**src/rtl/div_ctrl.sv**
```systemverilog
// Multi-cycle radix-2 restoring divider (signed/unsigned) with its sequencing FSM.
// Build option: define DIV_ZERO_SHORTCUT_EN to send a zero dividend down the fast zero path.
module div_ctrl #(
  parameter int DATA_W = 32,
  parameter int CNT_W  = 6
) (
  input  logic                  clk,
  input  logic                  rst,
  input  logic                  signed_div_i,
  input  logic [DATA_W-1:0]     opdata1_i,
  input  logic [DATA_W-1:0]     opdata2_i,
  input  logic                  start_i,
  input  logic                  annul_i,
  output logic [2*DATA_W-1:0]   result_o,
  output logic                  ready_o,
  output logic [1:0]            state_dbg
);

  // Handshake: start_i is a level request held by the requester; ready_o rises
  // once result_o is valid and both hold until start_i drops, which returns the
  // FSM to FREE on that edge (ready_o and result_o cleared together).
  typedef enum logic [1:0] {
    S_FREE   = 2'd0,
    S_BYZERO = 2'd1,
    S_ON     = 2'd2,
    S_END    = 2'd3
  } state_t;

  localparam logic [CNT_W-1:0] LAST_CNT = CNT_W'(DATA_W);

  state_t                state_q, state_d;
  logic [CNT_W-1:0]      cnt_q, cnt_d;
  logic [DATA_W-1:0]     rem_q, rem_d;
  logic [DATA_W-1:0]     dvd_q, dvd_d;
  logic [DATA_W-1:0]     dsr_q, dsr_d;
  logic                  quo_neg_q, quo_neg_d;
  logic                  rem_neg_q, rem_neg_d;
  logic [2*DATA_W-1:0]   result_d;
  logic                  ready_d;

  logic                  zero_path;
  logic [DATA_W-1:0]     op1_abs, op2_abs;
  logic [DATA_W:0]       rem_sh, diff;
  logic [DATA_W-1:0]     quo_fix, rem_fix;

`ifdef DIV_ZERO_SHORTCUT_EN
  assign zero_path = (opdata2_i == '0) || (opdata1_i == '0);
`else
  assign zero_path = (opdata2_i == '0);
`endif

  // Negating 0x80000000 yields 0x80000000, which is the correct unsigned magnitude.
  assign op1_abs = (signed_div_i && opdata1_i[DATA_W-1]) ? -opdata1_i : opdata1_i;
  assign op2_abs = (signed_div_i && opdata2_i[DATA_W-1]) ? -opdata2_i : opdata2_i;

  // The quotient bits shift into dvd_q as dividend bits shift out of it.
  assign rem_sh  = {rem_q, dvd_q[DATA_W-1]};
  assign diff    = rem_sh - {1'b0, dsr_q};
  assign quo_fix = quo_neg_q ? -dvd_q : dvd_q;
  assign rem_fix = rem_neg_q ? -rem_q : rem_q;

  assign state_dbg = state_q;

  always_ff @(posedge clk or negedge rst) begin
    if (!rst) begin
      state_q   <= S_FREE;
      cnt_q     <= '0;
      rem_q     <= '0;
      dvd_q     <= '0;
      dsr_q     <= '0;
      quo_neg_q <= 1'b0;
      rem_neg_q <= 1'b0;
      result_o  <= '0;
      ready_o   <= 1'b0;
    end else begin
      state_q   <= state_d;
      cnt_q     <= cnt_d;
      rem_q     <= rem_d;
      dvd_q     <= dvd_d;
      dsr_q     <= dsr_d;
      quo_neg_q <= quo_neg_d;
      rem_neg_q <= rem_neg_d;
      result_o  <= result_d;
      ready_o   <= ready_d;
    end
  end

  always_comb begin
    state_d = state_q;
    case (state_q)
      S_FREE: begin
        if (start_i && !annul_i) state_d = zero_path ? S_BYZERO : S_ON;
      end
      S_BYZERO: state_d = annul_i ? S_FREE : S_END;
      S_ON: begin
        if (annul_i)                state_d = S_FREE;
        else if (cnt_q == LAST_CNT) state_d = S_END;
      end
      S_END: begin
        if (!start_i) state_d = S_FREE;
      end
      default: state_d = S_FREE;
    endcase
  end

  always_comb begin
    cnt_d     = cnt_q;
    rem_d     = rem_q;
    dvd_d     = dvd_q;
    dsr_d     = dsr_q;
    quo_neg_d = quo_neg_q;
    rem_neg_d = rem_neg_q;
    result_d  = result_o;
    ready_d   = ready_o;
    case (state_q)
      S_FREE: begin
        ready_d  = 1'b0;
        result_d = '0;
        if (state_d == S_ON) begin
          cnt_d     = '0;
          rem_d     = '0;
          dvd_d     = op1_abs;
          dsr_d     = op2_abs;
          quo_neg_d = signed_div_i && (opdata1_i[DATA_W-1] ^ opdata2_i[DATA_W-1]);
          rem_neg_d = signed_div_i && opdata1_i[DATA_W-1];
        end
      end
      S_BYZERO: begin
        result_d = '0;
        ready_d  = !annul_i;
      end
      S_ON: begin
        if (annul_i) begin
          ready_d  = 1'b0;
          result_d = '0;
        end else if (cnt_q != LAST_CNT) begin
          rem_d = diff[DATA_W] ? rem_sh[DATA_W-1:0] : diff[DATA_W-1:0];
          dvd_d = {dvd_q[DATA_W-2:0], ~diff[DATA_W]};
          cnt_d = cnt_q + CNT_W'(1);
        end else begin
          result_d = {rem_fix, quo_fix};
          ready_d  = 1'b1;
        end
      end
      S_END: begin
        if (!start_i) begin
          ready_d  = 1'b0;
          result_d = '0;
        end
      end
      default: begin
        ready_d  = 1'b0;
        result_d = '0;
      end
    endcase
  end

endmodule
```
**config.mk**
```make
export PLATFORM = sky130hd
export DESIGN_NAME = div_ctrl
export DESIGN_NICKNAME = d
export VERILOG_FILES = /design/src/rtl/div_ctrl.sv
export SDC_FILE = /design/constraint.sdc
export NUM_CORES = 1
export LEC_CHECK = 0
export BUFFER_PORTS_ARGS = -buffer_cell sky130_fd_sc_hd__buf_2
export CAP_MARGIN = 20
export CORE_MARGIN = 2
export CORE_UTILIZATION = 25
export CTS_BUF_LIST = sky130_fd_sc_hd__clkbuf_8 sky130_fd_sc_hd__clkbuf_16
export CTS_CLUSTER_DIAMETER = 200
export DETAILED_ROUTE_END_ITERATION = 10
export PLACE_DENSITY = 0.41
export SETUP_SLACK_MARGIN = 0.2
export SLEW_MARGIN = 40
export SYNTH_ARGS = -nofsm -noshare
export SYNTH_HDL_FRONTEND = slang
export SYNTH_SLANG_ARGS = --single-unit
```
**constraint.sdc**
```tcl
create_clock -name clk -period 3.3 [get_ports clk]
set_input_delay 0.165 -clock clk [delete_from_list [all_inputs] [get_ports clk]]
set_output_delay 0.165 -clock clk [all_outputs]
set_load 0.01 [all_outputs]
```
* Word-level counts from Yosys, hierarchy flattened
Cells that the tools add are included.
** Operators by class
- Mux-type cells :: 32
- Equality and inequality tests :: 11
- Reduce and logical (&&, ||, !) cells :: 12
- Bitwise operators :: 2
- Add/sub/neg operators :: 6
** Operators with widths (count)
- $mux W32 :: 11
- $mux W64 :: 3
- $pmux W64 S3 :: 1
- $neg A32 Y32 :: 4
- $pmux W32 S2 :: 2
- $sub A33 B32 Y33 :: 1
- $logic_not A32 Y1 :: 1
- $mux W6 :: 3
- $mux W2 :: 6
- $pmux W6 S2 :: 1
- $ne A2 B2 Y1 const B :: 4
- $pmux W2 S4 :: 1
- $add A6 B1 Y6 const B :: 1
- $eq A2 B2 Y1 const B :: 3
- $eq A6 B6 Y1 const B :: 1
- $ne A6 B6 Y1 const B :: 1
- $logic_and A1 B1 Y1 :: 4
- $pmux W1 S4 :: 1
- $reduce_and A2 Y1 :: 2
- $reduce_and A4 Y1 :: 1
- $mux W1 :: 3
- $ne A3 B3 Y1 const B :: 1
- $eq A2 B1 Y1 const B :: 1
- $logic_not A2 Y1 :: 1
- 5 further kinds :: 5
** Word-level totals
- Register bits :: 171
- Input port bits :: 69
- Word-level logic and storage cells :: 72
- Output and inout port bits :: 67

* Logic depth before layout (Yosys ltp)
- Depth in word-level cells :: 7
- Depth in mapped cells :: 13

* Least setup slack after synthesis
OpenSTA, ideal clock, no wires.
- Kind :: register -> register
- Start :: reg dvd_q[31]
- End :: reg rem_q[9]
- Required time :: 3.178 ns
- Arrival time :: 2.867 ns
- Library setup time :: 0.122 ns
- Clock period less this slack :: 2.989 ns
- Stages on the path, launching flop included :: 13
- Setup slack :: 0.311 ns
- Path through :: dfrtp_1 -> inv_1 -> ha_1 -> fa_1 -> nand2b_1 -> a21oi_1 -> o21ai_1 -> a211oi_1 -> nor4_1 -> or3_1 -> clkbuf_1 -> a22o_1 -> a32o_1
** Between the ends
- Longest elaborated chain between the ends :: 5
** RTL lines
- start: declaration :: line 34 : logic [DATA_W-1:0] dvd_q, dvd_d;
- start signal: assignment :: line 79 : dvd_q <= dvd_d;
- $sub A33 B32 Y33 :: line 58 : assign diff = rem_sh - {1'b0, dsr_q};
- $mux W32 :: line 137 : rem_d = diff[DATA_W] ? rem_sh[DATA_W-1:0] : diff[DATA_W-1:0];
- $mux W32 :: line 136 : end else if (cnt_q != LAST_CNT) begin
- $mux W32 :: line 133 : if (annul_i) begin
- $pmux W32 S2 :: line 115 : case (state_q)
- end signal: assignment :: line 78 : rem_q <= rem_d;
- end: declaration :: line 33 : logic [DATA_W-1:0] rem_q, rem_d;
Every way passes these cells. The select of a mux whose other input is x is not followed.
A chain may end at the register's enable or synchronous reset.

* Final worst setup path
- Start :: reg rem_q[2]
- End :: reg result_o[61]
** Between the ends
- Longest elaborated chain between the ends :: 5
** RTL lines
- $neg A32 Y32 :: line 60 : assign rem_fix = rem_neg_q ? -rem_q : rem_q;
- $mux W32 :: line 60
- $mux W64 :: line 136
- $mux W64 :: line 133
- $pmux W64 S3 :: line 115
- end signal: assignment :: line 83 : result_o <= result_d;
- end: declaration :: line 14 : output logic [2*DATA_W-1:0] result_o,
Every way passes these cells. The select of a mux whose other input is x is not followed.

==> metrics.md <==
| Metric | Value |
|---|---|
| Die W | `219 µm` |
| Detailed-placement wirelength estimate | `29400 µm` |
| First-pass GRT wire length | `60500 µm` |
| Critical Path RT | `3.62 ns` |
| Later-pin clock latency in the skew report | `0.46 ns` |
| Most common cell after layout, fill and taps aside | `nand2_1` |
| CP max stage cell | `or4_4` |
| Hold Vio Cnt, Final | `0` |
| Num CTS Buffers | `17` |
| CP Capture Type | `flop` |
| Clk buf depth | `2` |
| Setup violators final | `0` |
| WP buf/inv | `0` |
| Vias in the first global route | `10400` |
| Nets | `1683` |
| Routed WL | `38400 µm` |
| Register bit total from synthesis | `171` |
| Pwr per Cell Area | `924 nW/µm²` |
| All-Layer GR Usage | `0.163` |
| RSZ-0062 raised after global routing | `true` |
| Synth Cell Area | `11500 µm²` |
| DR iter-0 viols | `696` |
| Final setup TNS | `0 ns` |
| Critical Path Most Common Cell | `or4_4` |
| DR WL/cell | `17.6 µm` |
| EDFF count, synth | `0` |
| Ranking of synthesized cells by area | `dfrtp_1 37%, nand2_1 7.1%, xor2_1 5.6%` |
| Mean Syn Cell Area | `8.18 µm²` |
| Drt drc | `0` |
| Die ar. | `47800 µm²` |
| Initial Util | `0.254` |
| Diodes inserted | `0` |
| Main synth FF type | `dfrtp_1` |
| Clock transition at path regs | `0.08 ns` |
| IO Count | `136` |
| Yosys top cell area share | `0.372` |
| Initial antenna violation count | `0` |
| CTS tree | `built` |
| Crit path arrival time | `3.34 ns` |
| Final worst setup slack | `0.279 ns` |
| Syn Inst Count | `1407` |
| Worst Tran Pin Value | `0.728 ns` |
| Worst vdd ir | `0.000429 V` |
| Setup CP Type | `reg2reg` |
| Tcrit/Tclk final | `0.915` |
| Slew margin rel. | `0.515` |
| Synth unique cells | `69` |
| Die height | `219 µm` |
| Clk sinks | `171` |
| Fin Clk Skew | `0.0151 ns` |
| Status | `finished clean` |
| Most frequent cells in the layout | `217 x nand2_1, 166 x dfrtp_1, 134 x buf_2, 98 x a21oi_1, 94 x o21ai_0` |
| CP Max Fanout | `5` |
| CP max stage delay | `0.53 ns` |
| Fmax achieved | `0.331 GHz` |
| Seq/Total Area, Yosys | `0.372` |
| Via density | `4.87` |
| Number of placement rows | `78` |
| Synth area leader | `dfrtp_1` |
| Total of warnings raised by yosys | `0` |
| Drt pass-1 iters | `5` |
| Port bufs | `135` |
| Filler cells | `4898` |
| Setup WS pre-CTS | `0.0468 ns` |
| H-tree levels | `4` |
| Clock Tree Root | `clkbuf_16` |
| Tmin final | `3.02 ns` |
| Net count after synthesis | `1519` |
| Share of layout cells above drive strength 1 | `0.186` |
| Routed Antenna Nets | `0` |
| Leakage | `6.36 nW` |
| Core area | `45400 µm²` |
| Area growth syn-to-layout | `22.8%` |
| Max Cap Viol | `0` |
| Min-delay worst type | `in2reg` |
| Async SR Flop Fraction | `1.00` |
| Largest net degree at the start of global routing | `66` |
| Max Transition Viols Final | `0` |
| Final GP Congestion | `0.842` |
| Startpoint types | `flop` |
| Worst path cell trace | `nor4_4 > nand4_2 > or4_4 > or4_4 > or3_4 > o41ai_2 > xor2_1 > o21ai_1` |
| Crit-path leading delay family | `simple AND/OR/NAND/NOR gates` |
| Total gr overflow | `0` |
| Vias | `10600` |
## power breakdown
group          switching [mW]  leakage (nW)  internal [mW]
registers               0.626          2.25           2.63
clock network            1.03         0.294           1.09
logic                    4.54          3.81           3.16
total                    6.20          6.36           6.88
## cell usage after synthesis (all sizes together), types with 17 or more instances
master / n
nand2: 218
o21ai: 185
dfrtp: 171
a21oi: 100
nor2: 84
clkbuf: 76
xor2: 73
xnor2: 67
inv: 58
ha: 42
nand4: 36
or3: 25
o31ai: 24
o311ai: 22
nor3: 21
nand3: 20
a21o: 17
## path summary, 6_finish.rpt
path,from,endpoint,slack (ns),cells past startpoint
worst max-delay path,rem_q[2],result_o[61],0.28,8
worst min-delay path,opdata2_i[6],dsr_q[6],0.03,4
worst max register to register,rem_q[2],result_o[61],0.28,8
worst min register to register,result_o[19],result_o[19],0.47,2
max in group asynchronous,rst,rem_q[4],2.07,3
min in group asynchronous,rst,dsr_q[27],0.29,2
## worst min-delay path: cells and delay by family
family,cells,cell delay [ns]
XOR/XNOR,1,0.07
AO/OA/AOI/OAI,1,0.05
AND/OR/NAND/NOR,1,0.07
buffers and inverters,1,0.09
## per-layer routing
layer  vias to the layer above  wire (µm)  track usage
li1                       5347          -            -
met1                      5089      19300        0.234
met4                         0        428       0.0410
met2                       172      17600        0.257
met3                        25       1070       0.0216
met5                         -          0            0
## repair_timing
item                       in CTS  in global routing
pin swaps                       2                  6
resized for setup               7                 21
setup endpoints to repair      62                 93
setup buffers                   1                  6
hold buffers                    4                  0
hold endpoints to repair       65                  0
## state kept, by name (all words and copies together) (netlist names)
name       count
result_o      64
quo_neg_q      1
state_dbg      2
rem_q         32
dsr_q         32
dvd_q         32
rem_neg_q      1
ready_o        1
cnt_q          6
## metrics by stage
step / cell area [µm²] / hold WS, ns / total power [mW] / std cells / util
final: 14100 / 0.0306 / 13.1 / 2184 / 0.312
after floorplan: 11500 / -0.131 / 8.26 / 1407 / -
after CTS: 14000 / 0.00206 / 13.0 / 2178 / 0.309
after global placement: 13300 / 0.226 / 10.8 / 2141 / 0.294
after detailed placement: 13300 / 0.234 / 10.8 / 2141 / 0.294
after global routing: 14100 / 0.0322 / 14.2 / 2184 / 0.312
## area by class of cell
class / instances / area [µm²] / share of cell area
multi-input combinational: 1097 / 6850 / 0.484
sequential: 171 / 4290 / 0.303
timing repair buffer: 226 / 1440 / 0.102
tap: 600 / 751 / 0.0531
clock buffer: 17 / 425 / 0.0301
inverter: 58 / 218 / 0.0154
clock inverter: 15 / 171 / 0.0121
## cell families (layout without fill, tap and decap cells)
logic type / Yosys count / after routing / share of synthesized area
AND/OR/NAND/NOR: 482 / 482 / 0.198
adder cells (fa/ha/maj): 43 / 43 / 0.0474
XOR/XNOR: 140 / 140 / 0.107
buffers and inverters: 139 / 316 / 0.0453
flip-flops: 171 / 171 / 0.372
AO/OA/AOI/OAI: 422 / 422 / 0.222
multiplexers: 10 / 10 / 0.00913
Note: power is estimated with default switching activity, not from simulation.
